[config.mk]
export PLATFORM = sky130hd
export DESIGN_NAME = iot_event_reporter_flat
export DESIGN_NICKNAME = d
export VERILOG_FILES = /design/src/rtl/iot_event_reporter_if.sv /design/src/rtl/iot_event_reporter.sv /design/src/flat_wrapper.sv
export SDC_FILE = /design/constraint.sdc
export NUM_CORES = 1
export LEC_CHECK = 0
export CORE_MARGIN = 5
export CORE_UTILIZATION = 55
export DETAILED_ROUTE_END_ITERATION = 10
export PLACE_DENSITY = 0.75
export SYNTH_ARGS = -nofsm -noshare
export SYNTH_HDL_FRONTEND = slang
export SYNTH_HIERARCHICAL = 1
export SYNTH_SLANG_ARGS = --single-unit
[constraint.sdc]
create_clock -name clk -period 5.3 [get_ports clk]
set_input_delay 1.59 -clock clk [delete_from_list [all_inputs] [get_ports clk]]
set_output_delay 1.59 -clock clk [all_outputs]
set_load 0.01 [all_outputs]
[src/rtl/iot_event_reporter_if.sv]
// Event bus between the device status fabric, the reporter and the monitor.
// master: reporter side (samples status/hold, drives the event pulses).
// slave:  consumer/driver side (drives status/hold, observes events).
interface iot_event_reporter_if #(
  parameter int N_DEV = 8,
  parameter int ID_W  = $clog2(N_DEV)
);
  logic             hold;
  logic [N_DEV-1:0] dev_status;
  logic             change;
  logic             on_off;
  logic [ID_W-1:0]  dev_id;
  logic             busy;

  modport master (
    input  hold, dev_status,
    output change, on_off, dev_id, busy
  );

  modport slave (
    output hold, dev_status,
    input  change, on_off, dev_id, busy
  );
endinterface

[src/rtl/iot_event_reporter.sv]
// Device-side event producer for the active-device monitor.
// Each device owns a one-deep pending slot (on or off) fed by an edge
// detector; a round-robin arbiter issues one event per cycle as a
// registered (change, on_off, dev_id) pulse.

// Per-device edge detector and pending slot.
module iot_evt_cell (
  input  logic clk,
  input  logic rst,
  input  logic status,
  input  logic clr,       // this device's event is being issued this cycle
  output logic pend_on,
  output logic pend_off,
  output logic pend_nxt   // pending state after this edge, for busy
);
  logic status_q;
  logic rise, fall;
  logic on_c, off_c;
  logic on_n, off_n;

  assign rise = status & ~status_q;
  assign fall = ~status & status_q;

  // Grant clear lands first; an opposite edge then cancels or re-queues.
  always_comb begin
    on_c  = pend_on  & ~clr;
    off_c = pend_off & ~clr;
    on_n  = on_c;
    off_n = off_c;
    if (rise) begin
      if (off_c) off_n = 1'b0;
      else       on_n  = 1'b1;
    end else if (fall) begin
      if (on_c)  on_n  = 1'b0;
      else       off_n = 1'b1;
    end
  end

  assign pend_nxt = on_n | off_n;

  // Status history starts at 0 so devices high out of reset report as on.
  always_ff @(posedge clk) begin
    if (rst) begin
      status_q <= 1'b0;
      pend_on  <= 1'b0;
      pend_off <= 1'b0;
    end else begin
      status_q <= status;
      pend_on  <= on_n;
      pend_off <= off_n;
    end
  end
endmodule

module iot_event_reporter #(
  parameter int N_DEV = 8,
  parameter int ID_W  = $clog2(N_DEV)
) (
  input  logic               clk,
  input  logic               rst,
  iot_event_reporter_if.master bus
);
  logic [N_DEV-1:0] pend_on, pend_off, pend_nxt, pend, clr;
  logic [ID_W-1:0]  rr_ptr;
  logic [ID_W-1:0]  gnt_idx;
  logic             gnt_vld;
  logic             issue;

  logic             change_q, on_off_q, busy_q;
  logic [ID_W-1:0]  dev_id_q;

  iot_evt_cell u_cell [N_DEV-1:0] (
    .clk      (clk),
    .rst      (rst),
    .status   (bus.dev_status),
    .clr      (clr),
    .pend_on  (pend_on),
    .pend_off (pend_off),
    .pend_nxt (pend_nxt)
  );

  assign pend  = pend_on | pend_off;
  assign issue = gnt_vld & ~bus.hold;

  // Round-robin search: first pending device at rr_ptr, rr_ptr+1, ... wrapping.
  always_comb begin
    int              idx;
    logic [ID_W-1:0] idx_w;
    gnt_vld = 1'b0;
    gnt_idx = '0;
    idx     = 0;
    idx_w   = '0;
    for (int k = 0; k < N_DEV; k++) begin
      idx = int'(rr_ptr) + k;
      if (idx >= N_DEV) idx = idx - N_DEV;
      idx_w = idx[ID_W-1:0];
      if (!gnt_vld && pend[idx_w]) begin
        gnt_vld = 1'b1;
        gnt_idx = idx_w;
      end
    end
  end

  // One-hot clear of the granted device's pending slot.
  always_comb begin
    clr = '0;
    for (int i = 0; i < N_DEV; i++)
      clr[i] = issue && (gnt_idx == ID_W'(i));
  end

  // Registered event pulse, pointer advance and busy flag.
  always_ff @(posedge clk) begin
    if (rst) begin
      rr_ptr   <= '0;
      change_q <= 1'b0;
      on_off_q <= 1'b0;
      dev_id_q <= '0;
      busy_q   <= 1'b0;
    end else begin
      busy_q <= |pend_nxt;
      if (issue) begin
        change_q <= 1'b1;
        on_off_q <= pend_on[gnt_idx];
        dev_id_q <= gnt_idx;
        rr_ptr   <= (gnt_idx == ID_W'(N_DEV - 1)) ? '0 : gnt_idx + 1'b1;
      end else begin
        change_q <= 1'b0;
        on_off_q <= 1'b0;
      end
    end
  end

  assign bus.change = change_q;
  assign bus.on_off = on_off_q;
  assign bus.dev_id = dev_id_q;
  assign bus.busy   = busy_q;
endmodule
[src/flat_wrapper.sv]
// flat-port wrapper written by rule: the top's interface ports become plain ports
module iot_event_reporter_flat 
#(
  parameter int N_DEV = 8,
  parameter int ID_W  = $clog2(N_DEV)
)
  (clk, rst, bus_hold, bus_dev_status, bus_change, bus_on_off, bus_dev_id, bus_busy);
  iot_event_reporter_if #(.N_DEV(N_DEV), .ID_W(ID_W)) bus_i ();
  input  logic clk;
  input  logic rst;
  input wire logic [$bits(bus_i.hold)-1:0] bus_hold;
  input wire logic [$bits(bus_i.dev_status)-1:0] bus_dev_status;
  output wire logic [$bits(bus_i.change)-1:0] bus_change;
  output wire logic [$bits(bus_i.on_off)-1:0] bus_on_off;
  output wire logic [$bits(bus_i.dev_id)-1:0] bus_dev_id;
  output wire logic [$bits(bus_i.busy)-1:0] bus_busy;
  assign bus_i.hold = bus_hold;
  assign bus_i.dev_status = bus_dev_status;
  assign bus_change = bus_i.change;
  assign bus_on_off = bus_i.on_off;
  assign bus_dev_id = bus_i.dev_id;
  assign bus_busy = bus_i.busy;
  iot_event_reporter #(.N_DEV(N_DEV), .ID_W(ID_W)) u_core (.clk(clk), .rst(rst), .bus(bus_i));
endmodule
==> flow_metrics.tcl, run 1 <==
set metrics [dict create \
    detail-route-antenna-nets 0 \
    drive_above_1_share 0.125 \
    min_from "u_core/bus.dev_id[2]" \
    diodes 0 \
    port_buffers 16 \
    dp_hpwl_mm 5.10 \
    rows 26 \
    endpoint_kind "flop" \
    first_iter_violations 224 \
    whs_endpoint "u_core/bus.dev_id[2]" \
    fin_crit_sh 0.852 \
    wirelength_mm 6.70 \
    core_area_sq_mm 0.00511 \
    status "complete, no violations" \
    cp_max_fo 10 \
    hp-class "reg2reg" \
    synth_top_area_cell "dfxtp_1" \
    dieHeight_um 82.3 \
    slowest_stage "dfxtp_1" \
    grt_use_total 0.216 \
    relSlewSlack 0.537 \
    vdd_drop_max_mv 0.236 \
    grt_pass1_wl_mm 11.4 \
    grt.met2_usage 0.381 \
    fillers 457 \
    tightest_slew_ns 0.693 \
    worst_r2r_endpoint "u_core/bus.busy" \
    clk_path_buf_depth 2 \
    antenna_found_initial 0 \
    ctsResizeCount 0 \
    timing.max_cap.violations 0 \
    gp_congestion 0.888 \
    ff2ff_setup_slack_ns 0.78 \
    route.vias.total 2551 \
    dieArea_sq_mm 0.00677 \
    grt_max_degree 33 \
    drv_slew 0 \
    crit_type "reg2reg" \
    fmax_ghz 0.221 \
    syn_area_sq_mm 0.00288 \
    slowest_delay_ns 0.65 \
    synth.avg_cell_area_sq_um 8.90 \
    cts_root_buf "clkbuf_8" \
    min_path_cells 2 \
    crit_chain "inv_8, ha_1, xnor2_2, mux4_2, mux2_2, o21ai_1, a21oi_1, o32ai_2, ha_1, nand2_1, a21oi_1, inv_1, o21ai_0, a32oi_1, nor4_1, a21oi_1" \
    synthFlopType "dfxtp_1" \
    fin_crit_ns 4.52 \
    setup_viol 0 \
    grt-ovfl-total 0 \
    dp_cells 405 \
    synth_edf_count 0 \
    cp_common_cell "a21oi_1" \
    report.final.hold_viol_count 0 \
    clk_latency_ns 0.28 \
    ys_ff_latch 33 \
    worst_setup_path_start_kind "flop" \
    syn2layout_area_growth_pct 12.0 \
    cts_buffers 5 \
    rsz0062_at_grt "false" \
    post-route-drc-count 0 \
    postCtsSetupBuffers 0 \
    synth_cell_types 56 \
    cellPowerDensity_mw_per_mm2 563 \
    dp_slack_ns 0.931 \
    regToRegStartpoint "u_core/rr_ptr[0]" \
    synth_cells 323 \
    die_w_um 82.3 \
    netlist_top_cells_area "dfxtp_1 (23%), nand2b_1 (7.6%), mux4_1 (7.3%)" \
    boundaryPins 17 \
    grt_util_met3 0.0336 \
    yosysSeqAreaShare 0.230 \
    cts_tree "built" \
    grt_pass1_vias 2400 \
    drtPass1Iterations 5 \
    fin_cells 413 \
    async_flop_share 0 \
    nNetsFinal 356 \
    wl_per_cell_um 16.2 \
    viasPerCell 6.18 \
    syn_nets 337 \
    yosys_warnings 6 \
    fin_ws_ns 0.783 \
    setup-tns-final_ns 0 \
    p_leak_nw 1.21 \
    synth.most_common_cell "nor2_1" \
    initial_core_util 0.563 \
    cp_data_required_time_ns 5.45 \
    arrival_ns 4.67 \
    busiest_layer "met2" \
    reg2regPathDepth 16 \
    cts.clk_slew.worst_paths_ns 0.07 \
    cts_num_sinks 33 \
    use_met1 0.274 \
    ctsHoldBuffers 0 \
    htree_levels 2 \
    synth_top_area_frac 0.230 \
    worst_clock_skew_ns 0.00223 \
    synth_common_cells "nor2_1 (36), nand2b_1 (35), dfxtp_1 (33)" \
]
-- state kept, by name, indices dropped and copies added, names as in the netlist --
signal                  cells
u_core/bus.change           1
u_core/u_cell/status_q      8
u_core/u_cell/pend_on       8
u_core/bus.on_off           1
u_core/rr_ptr               3
u_core/bus.dev_id           3
u_core/bus.busy             1
u_core/u_cell/pend_off      8
-- stage by stage --
step | power, mW | area [sq um] | hold slack [ns] | util
global route | 1.95 | 3220 | 0.507 | 0.631
floorplan | 1.31 | 2880 | 0.509 | -
global placement | 1.53 | 3100 | 0.483 | 0.608
CTS | 1.81 | 3220 | 0.492 | 0.631
finish | 1.81 | 3220 | 0.491 | 0.631
detailed placement | 1.55 | 3100 | 0.479 | 0.608
-- logic make-up after synthesis --
logic type | after synthesis | share of synthesized area
simple gates | 155 | 0.313
flops | 33 | 0.230
fa+ha+maj | 3 | 0.0131
compound gates | 76 | 0.198
buf+inv | 20 | 0.0339
mux | 31 | 0.195
xor+xnor | 5 | 0.0178
-- layout make-up --
cell class	instances	area [sq um]	share of cell area
Multi-Input combinational cell	270	2120	0.657
Sequential cell	33	661	0.205
Timing Repair Buffer	19	183	0.0567
Tap cell	70	87.6	0.0272
Clock buffer	7	86.3	0.0268
Inverter	13	56.3	0.0175
Clock inverter	1	30.0	0.00932
-- placed cells by master (no fill, tap or decap), types with 2 or more instances in the layout --
cell and n:
and2b_1 8, o221ai_1 3, clkbuf_8 6, a21oi_1 8, nand2b_1 35, mux2i_1 9, nor2_1 36, or2_1 9
nand2b_2 8, nor2b_1 26, o211ai_1 2, a22oi_1 8, and2_1 3, o21ai_1 2, o21ai_0 11, a32oi_1 8
clkdlybuf4s50_1 16, nor3_1 4, nand3_1 5, nand2_1 14, o22ai_1 17, xor2_1 3, ha_1 3, mux4_1 8
nor4_1 2, mux2_2 5, a211oi_1 2, mux4_2 8, inv_1 11, dfxtp_1 33, buf_4 3, a21o_1 2
-- layer usage --
metal	up-vias	wire (um)
met4	0	107
met2	92	3330
met5	-	0
li1	1238	-
met3	15	371
met1	1206	2890
-- worst max-delay path by stage --
stage / from / endpoint / depth (start not counted)
5_1_grt: u_core/rr_ptr[0] / u_core/bus.busy / 16
6_report: u_core/rr_ptr[0] / u_core/bus.busy / 16
2_1_floorplan: u_core/rr_ptr[0] / u_core/bus.busy / 17
3_3_place_gp: u_core/rr_ptr[0] / u_core/bus.busy / 16
3_5_place_dp: u_core/rr_ptr[0] / u_core/bus.busy / 16
4_1_cts: u_core/rr_ptr[0] / u_core/bus.busy / 16
-- power breakdown --
group          internal, mW  switching (mW)
clock                 0.153          0.0910
combinational         0.553           0.675
sequential            0.286          0.0533
total                 0.992           0.820
-- critical path, delay by kind of cell (launching register included) --
family / cells / cell delay (ns)
xor+xnor: 1 / 0.28
flops: 1 / 0.65
fa+ha+maj: 2 / 0.62
buf+inv: 2 / 0.21
simple gates: 2 / 0.39
mux: 2 / 0.71
compound gates: 7 / 1.53
(Power assumes the default switching activity.)
==> run 2: changes to the inputs <==
--- a/config.mk
+++ b/config.mk
@@ -5,7 +5,6 @@
 export SDC_FILE = /design/constraint.sdc
 export NUM_CORES = 1
 export LEC_CHECK = 0
-export CORE_MARGIN = 5
 export CORE_UTILIZATION = 55
 export DETAILED_ROUTE_END_ITERATION = 10
 export PLACE_DENSITY = 0.75
==> run 2 against run 1 <==
Effect of this change: first-iteration DRC count shrank 4.9%; worst hold slack gained 0.0069 ns; via count shrank 1.1%; critical path depth unchanged; sequential power up 3%; critical path type unchanged.
==> flow_metrics.tcl, run 2 (synthesized netlist as in run 1, its figures left out) <==
set metrics [dict create \
    worst_setup_path_start_kind "flop" \
    cts.clk_slew.worst_paths_ns 0.07 \
    clk_path_buf_depth 2 \
    grt-ovfl-total 0 \
    fin_cells 409 \
    fin_crit_sh 0.857 \
    syn2layout_area_growth_pct 10.6 \
    initial_core_util 0.589 \
    grt_max_degree 25 \
    antenna_found_initial 0 \
    postCtsSetupBuffers 0 \
    timing.max_cap.violations 0 \
    critPathTopFamily "compound AO/OA/AOI/OAI gates" \
    detail-route-antenna-nets 0 \
    crit_type "reg2reg" \
    clk_latency_ns 0.28 \
    dp_cells 401 \
    cts_buffers 5 \
    endpoint_kind "flop" \
    p_leak_nw 1.19 \
    cts_tree "built" \
    report.final.hold_viol_count 0 \
    fmax_ghz 0.220 \
    cp_max_fo 12 \
    route.vias.total 2523 \
    viasPerCell 6.17 \
    post-route-util 0.652 \
    htree_levels 2 \
    layout_commonest_cell "nor2_1" \
    min_path_cells 2 \
    nNetsFinal 355 \
    grt_use_total 0.264 \
    vdd_drop_max_mv 0.232 \
    core_area_sq_mm 0.00488 \
    rsz0062_at_grt "false" \
    slowest_stage "dfxtp_1" \
    relSlewSlack 0.506 \
    dp_hpwl_mm 5.11 \
    cts_root_buf "clkbuf_8" \
    wl_per_cell_um 16.1 \
    boundaryPins 17 \
    diodes 0 \
    gp_congestion 0.906 \
    status "complete, no violations" \
    fillers 418 \
    dieHeight_um 74.3 \
    cts_num_sinks 33 \
    port_buffers 16 \
    drtPass1Iterations 4 \
    ctsHoldBuffers 0 \
    grt_pass1_vias 2343 \
    drive_above_1_share 0.126 \
    cp_num_buf_inv 2 \
    arrival_ns 4.71 \
    worst_clock_skew_ns 0.00572 \
    rows 25 \
    post-route-drc-count 0 \
    cellPowerDensity_mw_per_mm2 548 \
    reg_top3 "u_core/u_cell/pend_off (8), u_core/u_cell/pend_on (8), u_core/u_cell/status_q (8)" \
    reg2regPathDepth 16 \
    worst-path-stages 16 \
    layout_common_cells "nor2_1 (36), nand2b_1 (35), dfxtp_1 (33), nor2b_1 (26), o22ai_1 (17)" \
    crit_chain "clkinv_1, ha_1, xnor2_2, mux4_2, mux2_2, o21ai_1, a21oi_1, o32ai_2, ha_1, nand2_1, a21oi_1, inv_1, o21ai_0, a32oi_1, nor4_1, a21oi_1" \
    ctsResizeCount 0 \
    setup-tns-final_ns 0 \
    die_w_um 74.3 \
    wirelength_mm 6.60 \
    cp_common_cell "a21oi_1" \
    fin_crit_ns 4.54 \
    first_iter_violations 213 \
    hp-class "reg2reg" \
    slowest_delay_ns 0.63 \
    grt_pass1_wl_mm 11.0 \
    cp_data_required_time_ns 5.46 \
    dieArea_sq_mm 0.00552 \
    tightest_slew_ns 0.740 \
    drv_slew 0 \
    setup_viol 0 \
]
## run 2: power breakdown
part	internal, mW	total (mW)	switching (mW)
logic	0.552	1.21	0.659
registers	0.286	0.349	0.0623
clock network	0.0905	0.183	0.0924
total	0.929	1.74	0.814
## run 2: layout make-up
type / count / area [sq um] / area share
Clock buffer: 5 / 68.8 / 0.0216
Clock inverter: 3 / 17.5 / 0.00551
Inverter: 13 / 56.3 / 0.0177
Multi-Input combinational cell: 270 / 2120 / 0.666
Sequential cell: 33 / 661 / 0.208
Tap cell: 67 / 83.8 / 0.0264
Timing Repair Buffer: 18 / 175 / 0.0551
## run 2: layer usage
metal,GRT usage,vias to the layer above,routed length [um]
li1,-,1236,-
met1,0.362,1193,3110
met2,0.426,84,3070
met3,0.0352,10,298
met4,0.0985,0,122
met5,0,-,0
## run 2: stage by stage
| step | power (mW) | hold slack, ns | cell area [sq um] | worst slack (ns) |
|---|---|---|---|---|
| finish | 1.74 | 0.498 | 3180 | 0.758 |
| global route | 1.88 | 0.541 | 3180 | 0.331 |
| CTS | 1.74 | 0.501 | 3180 | 0.752 |
| detailed placement | 1.55 | 0.490 | 3090 | 0.732 |
| global placement | 1.53 | 0.490 | 3090 | 0.858 |
| floorplan | 1.31 | 0.509 | 2880 | 1.82 |
## run 2: final timing paths
check | from | endpoint | slack (ns)
max | u_core/rr_ptr[1] | u_core/bus.busy | 0.76
min | u_core/bus.dev_id[0] | u_core/bus.dev_id[0] | 0.50
max reg2reg | u_core/rr_ptr[1] | u_core/bus.busy | 0.76
min reg2reg | u_core/bus.dev_id[0] | u_core/bus.dev_id[0] | 0.50
## run 2: tightest hold or removal path, delay by kind of cell, from the launching register on
| kind | cells | cell delay [ns] |
|---|---|---|
| flops | 1 | 0.31 |
| simple gates | 2 | 0.14 |
